**src/rtl/tick_timer.sv**
```systemverilog
// Tick-driven countdown timer with one-shot / periodic auto-reload and a one-cycle expire pulse.
// Optional pause port and PAUSED state are built in when TICK_TIMER_PAUSE_EN is defined.
module tick_timer #(
  parameter int WIDTH = 16
) (
  input  logic             clk,
  input  logic             reset,
  input  logic             tick,
  input  logic [WIDTH-1:0] load_val,
  input  logic             start,
  input  logic             stop,
  input  logic             periodic,
`ifdef TICK_TIMER_PAUSE_EN
  input  logic             pause,
`endif
  output logic             expire,
  output logic             busy,
  output logic [WIDTH-1:0] count
);

`ifdef TICK_TIMER_PAUSE_EN
  typedef enum logic [1:0] {IDLE, RUN, PAUSED} state_t;
`else
  typedef enum logic [0:0] {IDLE, RUN} state_t;
`endif

  localparam logic [WIDTH-1:0] ZERO = '0;
  localparam logic [WIDTH-1:0] ONE  = {{(WIDTH-1){1'b0}}, 1'b1};

  state_t           r_state, w_state_nxt;
  logic [WIDTH-1:0] r_count, w_count_nxt;
  logic [WIDTH-1:0] r_load,  w_load_nxt;
  logic             r_periodic, w_periodic_nxt;
  logic             r_expire, w_expire_nxt;
  logic             w_start_ok;

  assign w_start_ok = start && (load_val != ZERO);

  always_ff @(posedge clk) begin
    if (reset) begin
      r_state    <= IDLE;
      r_count    <= ZERO;
      r_load     <= ZERO;
      r_periodic <= 1'b0;
      r_expire   <= 1'b0;
    end else begin
      r_state    <= w_state_nxt;
      r_count    <= w_count_nxt;
      r_load     <= w_load_nxt;
      r_periodic <= w_periodic_nxt;
      r_expire   <= w_expire_nxt;
    end
  end

  // Priority: stop > valid start > per-state tick/pause handling.
  always_comb begin
    w_state_nxt    = r_state;
    w_count_nxt    = r_count;
    w_load_nxt     = r_load;
    w_periodic_nxt = r_periodic;
    w_expire_nxt   = 1'b0;
    if (stop) begin
      w_state_nxt = IDLE;
      w_count_nxt = ZERO;
    end else if (w_start_ok) begin
      w_state_nxt    = RUN;
      w_count_nxt    = load_val;
      w_load_nxt     = load_val;
      w_periodic_nxt = periodic;
    end else begin
      case (r_state)
        RUN: begin
`ifdef TICK_TIMER_PAUSE_EN
          if (pause) begin
            // A tick on the pause-entry edge is dropped.
            w_state_nxt = PAUSED;
          end else
`endif
          if (tick) begin
            if (r_count > ONE) begin
              w_count_nxt = r_count - ONE;
            end else if (r_count == ONE) begin
              w_expire_nxt = 1'b1;
              if (r_periodic) begin
                w_count_nxt = r_load;
              end else begin
                w_count_nxt = ZERO;
                w_state_nxt = IDLE;
              end
            end
          end
        end
`ifdef TICK_TIMER_PAUSE_EN
        PAUSED: begin
          if (!pause) w_state_nxt = RUN;
        end
`endif
        default: ;
      endcase
    end
  end

  assign expire = r_expire;
  assign busy   = (r_state != IDLE);
  assign count  = r_count;

endmodule

```
**config.mk**
```make
export PLATFORM = sky130hd
export DESIGN_NAME = tick_timer
export DESIGN_NICKNAME = d
export VERILOG_FILES = /design/src/rtl/tick_timer.sv
export SDC_FILE = /design/constraint.sdc
export NUM_CORES = 1
export LEC_CHECK = 0
export ABC_AREA = 1
export CAP_MARGIN = 20
export CORE_ASPECT_RATIO = 0.75
export CORE_MARGIN = 3
export CORE_UTILIZATION = 53
export CTS_BUF_LIST = sky130_fd_sc_hd__clkbuf_16
export DETAILED_ROUTE_END_ITERATION = 6
export PLACE_DENSITY_LB_ADDON = 0.05
export SYNTH_ARGS = -nofsm -noshare
export SYNTH_HDL_FRONTEND = slang
export SYNTH_SLANG_ARGS = --single-unit
export TNS_END_PERCENT = 5
```
**constraint.sdc**
```tcl
create_clock -name clk -period 1.89 [get_ports clk]
set_input_delay 0.378 -clock clk [delete_from_list [all_inputs] [get_ports clk]]
set_output_delay 0.378 -clock clk [all_outputs]
set_load 0.02 [all_outputs]
```
======== Word-level counts from Yosys, hierarchy flattened ========
Index checks and enable logic that the tools add are counted.
operators by class
  $add $sub $neg .......................... 1
  bitwise logic cells ..................... 3
  mux-type cells .......................... 13
  $lt $le $gt $ge ......................... 1
  equality and inequality tests ........... 1
  reduce and logical (&&, ||, !) cells .... 9
operators with widths
  operator                 count
  $mux W16                 6
  $eq A16 B1 Y1 const B    1
  $gt A16 B1 Y1 const B    1
  $reduce_bool A16 Y1      1
  $sub A16 B1 Y16 const B  1
  $mux W1                  7
  $reduce_or A6 Y1         1
  $reduce_bool A2 Y1       2
  $not A1 Y1               3
  $reduce_and A3 Y1        1
  $reduce_bool A3 Y1       1
  $reduce_and A2 Y1        1
  $reduce_or A2 Y1         1
  $logic_and A1 B1 Y1      1
storage, ports and cells
  flip-flop bits (word level) ............. 35
  logic and storage cells ................. 33

======== Longest topological paths before layout ========
Gate-level depths: netlist of run 1.
  depth after elaboration ................. 6
  mapped depth ............................ 11

======== Worst setup path after synthesis of run 1 ========
OpenSTA, ideal clock, no wires.
  kind .................................... register to register
  from .................................... register r_count[0] (netlist: count[0])
  to ...................................... register r_count[4] (netlist: count[4])
  path slack .............................. 241 ps
  stages on the path, launching flop included .. 12
  data arrival time ....................... 1531 ps
  cells stage by stage .................... dfxtp_1 inv_1 ha_1 nand2_4 nor2_8 nand2_4 nand2_8 buf_8 nand3_1 nand2_1 a21oi_1 nor2_1
on the way
  word-level cells in the longest chain between the ends .. 5
  elaborated cells between the ends (all ways) .. 9
  classes of those cells .................. add/sub (1); order compare (1); eq/ne (1); mux (4); reduce/logical (2)
ends and longest elaborated chain
  element                                                  RTL line  RTL
  start: declaration                                       31        logic [WIDTH-1:0] r_count, w_count_nxt;
  start signal: assignment                                 48        r_count <= w_count_nxt;
  $sub A16 B1 Y16 / $gt A16 B1 Y1 (equally long branches)  81, 80
  $mux W16                                                 80        if (r_count > ONE) begin
  $mux W16                                                 79        if (tick) begin
  $mux W16                                                 71        case (r_state)
  $mux W16                                                 65        end else if (w_start_ok) begin
Parallel ways exist; a longest one is shown, timed or not. The select of a mux whose other input is x is not followed.
A chain may end at the register's enable or synchronous reset.

======== Final worst setup path of run 1 ========
  from .................................... register r_count[8] (netlist: count[8])
  to ...................................... output count[8]
RTL lines
  element           RTL line  RTL
  end: declaration  18        output logic [WIDTH-1:0] count
No word-level cell between the ends.

==> results of run 1 <==
==> power breakdown <==
| part | leakage, nW | internal (mW) | switching (mW) | total [mW] |
|---|---|---|---|---|
| combinational | 1.05 | 0.260 | 0.367 | 0.627 |
| sequential | 0.286 | 0.771 | 0.0401 | 0.811 |
| clock | 0.0818 | 0.622 | 0.330 | 0.952 |
==> layout make-up <==
type                    instances  share of cell area
clock inverters                 3              0.0138
inverters                      35              0.0428
flip-flops and latches         35               0.228
repair buffers                 70               0.208
well taps                      52              0.0212
multi-input cells             281               0.445
clock buffers                   5              0.0407
==> path summary, 6_finish.rpt <==
kind                                start        end  slack (ns)  cells past startpoint
worst min register to register  r_load[7]  r_load[7]        0.47                      2
worst max-delay path             count[8]   count[8]        0.03                      1
worst min-delay path            r_load[7]  r_load[7]        0.47                      2
worst max register to register   count[0]   count[7]        0.14                     11
==> stage by stage <==
step           worst slack, ns  std cells  hold slack (ns)
2_1_floorplan            0.241        362            0.435
3_3_place_gp           -0.0174        473            0.446
3_5_place_dp           -0.0794        473            0.454
4_1_cts                 0.0434        481            0.465
5_1_grt              -0.000145        481            0.493
6_report                0.0343        481            0.467
==> cells in the final DEF (no fill, tap or decap), drive strengths merged, types with 2 or more instances in the layout <==
cell and instances:
nor2 49, ha 2, clkbuf 5, o21ai 12, o211ai 2, nand3 54
inv 35, clkdlybuf4s50 39, clkinv 2, nand3b 2, dfxtp 35, buf 31
or2 3, nand2 118, a21oi 34
==> cells by family (layout without fill, tap and decap cells) <==
kind of cell               Yosys count  after routing
AOI/OAI and AO/OA                   50             50
xor gates and xnor gates             2              2
adders and majority gates            2              2
DFF                                 35             35
and+or+nand+nor                    227            227
buffers and inverters               46            113
==> routing by layer <==
metal  GRT usage  share of wire
met5           0              0
met4      0.0464         0.0066
met3      0.0548          0.079
met2       0.398           0.43
met1       0.407           0.48
==> state kept, by name, summed over array words and instances (netlist names) <==
register,flops
busy,1
r_periodic,1
r_load,16
expire,1
count,16
==> timing repair <==
action / CTS / global route
buffers inserted: 0 / 0
endpoints found under the setup margin: 0 / 6
gates resized for setup: 0 / 6
==> impl_metrics.tcl, run 1 <==
set metrics [dict create \
    tritoncts "built" \
    placement_rows 19 \
    synth_top_cells_by_area "dfxtp_1 31%, nand2_1 18%, nand3_1 11%" \
    tritoncts_num_sinks 35 \
    detailedRoute.firstIterationViolations 309 \
    synth_enable_flop_cells 0 \
    final.min_clock_period_ns 1.86 \
    top_fanout_value_on_the_critical_path 6 \
    category_of_the_worst_setup_path_capture_point "output pin" \
    via_to_cell_ratio 5.41 \
    synth_common_cells "109 x nand2_1, 52 x nand3_1, 43 x nor2_1" \
    fmax_mhz 539 \
    synth_sequential_area_ratio 0.310 \
    fill_cells 309 \
    netlist-cell-type-count 32 \
    fin_max_slew_vios 0 \
    ys_async_sr_fraction 0 \
    synth-simple-area-share 0.467 \
    globalRoute.totalOverflow 0 \
    layout.area.seq_um2 701 \
    antenna_violations_before_repair 0 \
    relSlewSlack 0.668 \
    finalInstanceArea_mm2 0.00307 \
    combined_area_of_all_synthesized_cells_mm2 0.00226 \
    final-setup-viol-count 0 \
    yosysWarningCount 0 \
    synth_compound_area_frac 0.117 \
    xor_xnor_cell_area_share_of_the_yosys_netlist 0.00774 \
    cp-start-kind "register" \
    power.density_cell_area_mw_per_mm2 778 \
    transition_at_the_pin_with_the_smallest_max_transition_slack_ns 0.498 \
    netlist.area_leader.share 0.310 \
    setup_skew_after_layout_ns 0.00673 \
    cp_top_family "buffers and inverters" \
    cap_viol_max_count 0 \
    initial_core_util 0.584 \
    syn_nets 386 \
    worst_min_delay_path_class "reg -> reg" \
    die_width_um 81.5 \
    route.detailed.wl_per_inst_um 13.8 \
    synth-seq-cells 35 \
    grt_pass1_vias 2207 \
    multi_input_area_mm2 0.00137 \
    grt_first_pass_wirelength_um 10900 \
    post_synth_mux_area_share 0 \
    die_h_um 62.6 \
    fin_nets 452 \
    finalWeightedCongestion 0.869 \
    synth.avg_cell_area_um2 6.25 \
    cts-root-buf "clkbuf_16" \
    tns_ns 0 \
    total_leakage_power_nw 1.41 \
    cpMaxStageDelayCell "clkdlybuf4s50_1" \
    detail_route.drc_violations 0 \
    dp_hpwl_um 4930 \
    timing.critical_path.buf_inv 1 \
    num_antenna_cells 0 \
    placement.io_buffers 39 \
    final_antenna_net_count 0 \
    finalHoldViolations 0 \
    route.vias.total 2604 \
    io_pins 40 \
    p_total_mw 2.39 \
    cts_htree_levels 2 \
    cts_made_buffers 5 \
    die-area_mm2 0.00510 \
    dpl-instance-area_mm2 0.00290 \
    slowest_stage_delay_on_critical_path_ns 0.67 \
    crit_chain "clkdlybuf4s50_1" \
    layout_worst_path_cycle_share 0.982 \
    global_route.usage.total 0.271 \
    post-synth-top-area-cell "dfxtp_1" \
    core_area_mm2 0.00387 \
    arithmetic_cell_share_of_the_synthesized_area_counting_full_adders_half_adders_and_majority_gates 0.0111 \
    clock_insertion_delay_worst_skew_ns 0.28 \
    flow.area_growth_from_synthesis_pct 35.7 \
    grt_setup_unrepaired "true" \
    synth_ff_type "dfxtp_1" \
    vdd_ir_drop_max_mv 0.528 \
    synth_top_family_by_area "simple AND/OR/NAND/NOR gates" \
    ctsHoldBuffers 0 \
    final_layout_size_suffix_gt1_frac 0.152 \
    maximum_number_of_pins_on_one_net_before_global_route_repair 19 \
    clockBufferDepth 2 \
    first_pass_iters 5 \
    timing_worst_setup_path_type "reg -> out" \
    final_wl_um 6650 \
    post-synth-top-count-cell "nand2_1" \
    post_synth_inst_count 362 \
    clock_transition_time_at_the_flip_flop_clock_pins_of_the_worst_setup_and_hold_paths_ns 0.06 \
    worst-endpoint-arrival_ns 1.48 \
    run_status "completed" \
    worstPathRequired_ns 1.51 \
    share_of_the_core_filled_with_cells_in_the_final_layout 0.793 \
]
No activity file was read; power rests on OpenSTA's default activity.
==> run 2: changes to the inputs <==
clock period = 2.1 ns   (was 1.89 ns; I/O delays follow)
==> run 2 against run 1 <==
Net effect: sequential power shrank 10%; sequential share of layout area grew 1.0 points; worst hold slack gained 0.0057 ns; non-clock buffer count shrank 15; largest cell class unchanged; setup slack gained 0.21 ns; global-route usage shrank 0.61 points; register-to-register slack gained 0.13 ns; critical path depth is the same; cell count shrank 3.1%; clock power shrank 8.2%; first-iteration DRC count shrank 22%.
==> impl_metrics.tcl, run 2 (synthesis results as in run 1) <==
set metrics [dict create \
    vdd_ir_drop_max_mv 0.529 \
    relSlewSlack 0.699 \
    detail_route.drc_violations 0 \
    final-setup-viol-count 0 \
    cpMaxStageDelayCell "clkdlybuf4s50_1" \
    wl_met2_um 2800 \
    category_of_the_worst_setup_path_capture_point "output pin" \
    fin_nets 437 \
    via_to_cell_ratio 5.44 \
    die-area_mm2 0.00510 \
    power.density_cell_area_mw_per_mm2 727 \
    final_wl_um 6420 \
    finalNonFillerCells 466 \
    ctsHoldBuffers 0 \
    ctsResizeCount 0 \
    run_status "completed" \
    slowest_stage_delay_on_critical_path_ns 0.66 \
    maximum_number_of_pins_on_one_net_before_global_route_repair 20 \
    topRoutingLayerUsed "met4" \
    dp_hpwl_um 4820 \
    clock_insertion_delay_worst_skew_ns 0.28 \
    grt_pass1_vias 2172 \
    finalWorstSetupSlack_ns 0.242 \
    tritoncts "built" \
    fin_max_slew_vios 0 \
    cts_made_buffers 5 \
    final_cell_mix "109 x nand2_1, 52 x nand3_1, 43 x nor2_1, 39 x clkdlybuf4s50_1, 35 x dfxtp_1" \
    transition_at_the_pin_with_the_smallest_max_transition_slack_ns 0.450 \
    worstPathRequired_ns 1.68 \
    clockBufferDepth 2 \
    final_layout_size_suffix_gt1_frac 0.116 \
    worst-endpoint-arrival_ns 1.44 \
    p_int_mw 1.47 \
    dpl_worst_slack_ns -0.0111 \
    grt_setup_unrepaired "false" \
    cts-root-buf "clkbuf_16" \
    globalRoute.totalOverflow 0 \
    share_of_the_core_filled_with_cells_in_the_final_layout 0.759 \
    crit_chain "clkdlybuf4s50_1" \
    layout_commonest_cell "nand2_1" \
    numPlacedInstances 458 \
    layout_worst_path_cycle_share 0.885 \
    route.vias.total 2533 \
    clock_transition_time_at_the_flip_flop_clock_pins_of_the_worst_setup_and_hold_paths_ns 0.06 \
    p_total_mw 2.14 \
    switchingPower_mw 0.668 \
    cts_htree_levels 2 \
    grt_first_pass_wirelength_um 10500 \
    cap_viol_max_count 0 \
    final_antenna_net_count 0 \
    global_route.usage.total 0.265 \
    detailedRoute.firstIterationViolations 242 \
    route.detailed.wl_per_inst_um 13.8 \
    num_antenna_cells 0 \
    die_width_um 81.5 \
    seqPwrFrac 0.341 \
    p_clk_frac 0.408 \
    fmax_mhz 538 \
    met3WireLength_um 463 \
    timing_worst_setup_path_type "reg -> out" \
    cp-start-kind "register" \
    initial_core_util 0.584 \
    core_area_mm2 0.00387 \
    met1_length_um 3110 \
    combinational_share_of_power 0.251 \
    finalHoldViolations 0 \
    setup_skew_after_layout_ns 0.00623 \
    first_pass_iters 5 \
    placement_rows 19 \
    top_fanout_value_on_the_critical_path 6 \
    total_leakage_power_nw 1.34 \
    flow.area_growth_from_synthesis_pct 30.0 \
    tritoncts_num_sinks 35 \
    sw_frac 0.312 \
    worst_min_delay_path_class "reg -> reg" \
    postCtsSetupBuffers 0 \
    placement.io_buffers 39 \
    die_h_um 62.6 \
    cp_top_family "buffers and inverters" \
    antenna_violations_before_repair 0 \
    finalWeightedCongestion 0.886 \
    final.min_clock_period_ns 1.86 \
    timing.critical_path.buf_inv 1 \
    io_pins 40 \
]
==> run 2: changes by cell type in the layout (fill, tap and decap cells not counted), sizes merged <==
cell,delta
buf,-15
==> run 2: per-layer routing <==
metal / global-route usage / up-vias
met5: 0 / -
met4: 0.0401 / 0
met3: 0.0663 / 8
met2: 0.376 / 104
met1: 0.404 / 1147
li1: - / 1274
==> run 2: power groups by stage <==
stage               logic, mW  clock network (mW)  registers, mW
CTS                     0.532               0.883          0.727
finish                  0.538               0.874          0.729
global placement        0.517                   0          0.741
floorplan               0.357                   0          0.747
global route            0.596               0.923          0.733
detailed placement      0.525                   0          0.742
==> run 2: final timing paths <==
check / start / end / slack (ns) / depth (start not counted)
worst max-delay path: count[8] / count[8] / 0.24 / 1
worst min-delay path: r_load[6] / r_load[6] / 0.47 / 2
worst max register to register: count[0] / count[6] / 0.27 / 9
worst min register to register: r_load[6] / r_load[6] / 0.47 / 2
==> run 2: final cells by class <==
| cell class | count | area [um^2] |
|---|---|---|
| multi-input combinational | 281 | 1360 |
| fill | 318 | 932 |
| sequential | 35 | 701 |
| timing repair buffer | 55 | 510 |
| inverter | 35 | 131 |
| clock buffer | 5 | 125 |
| tap | 52 | 65.1 |
| clock inverter | 3 | 47.5 |
==> run 2: stage by stage <==
step | hold WS (ns) | cell area, um^2 | setup TNS, ns
2_1_floorplan | 0.435 | 2260 | 0
3_3_place_gp | 0.452 | 2770 | 0
3_5_place_dp | 0.459 | 2770 | -0.0111
4_1_cts | 0.469 | 2940 | 0
5_1_grt | 0.481 | 2940 | 0
6_report | 0.473 | 2940 | 0
==> run 3: changes to the inputs <==
TNS_END_PERCENT = 1   (was 5)
==> results of run 3 <==
Same layout as run 2: the final DEF is identical, and so are final timing and power.
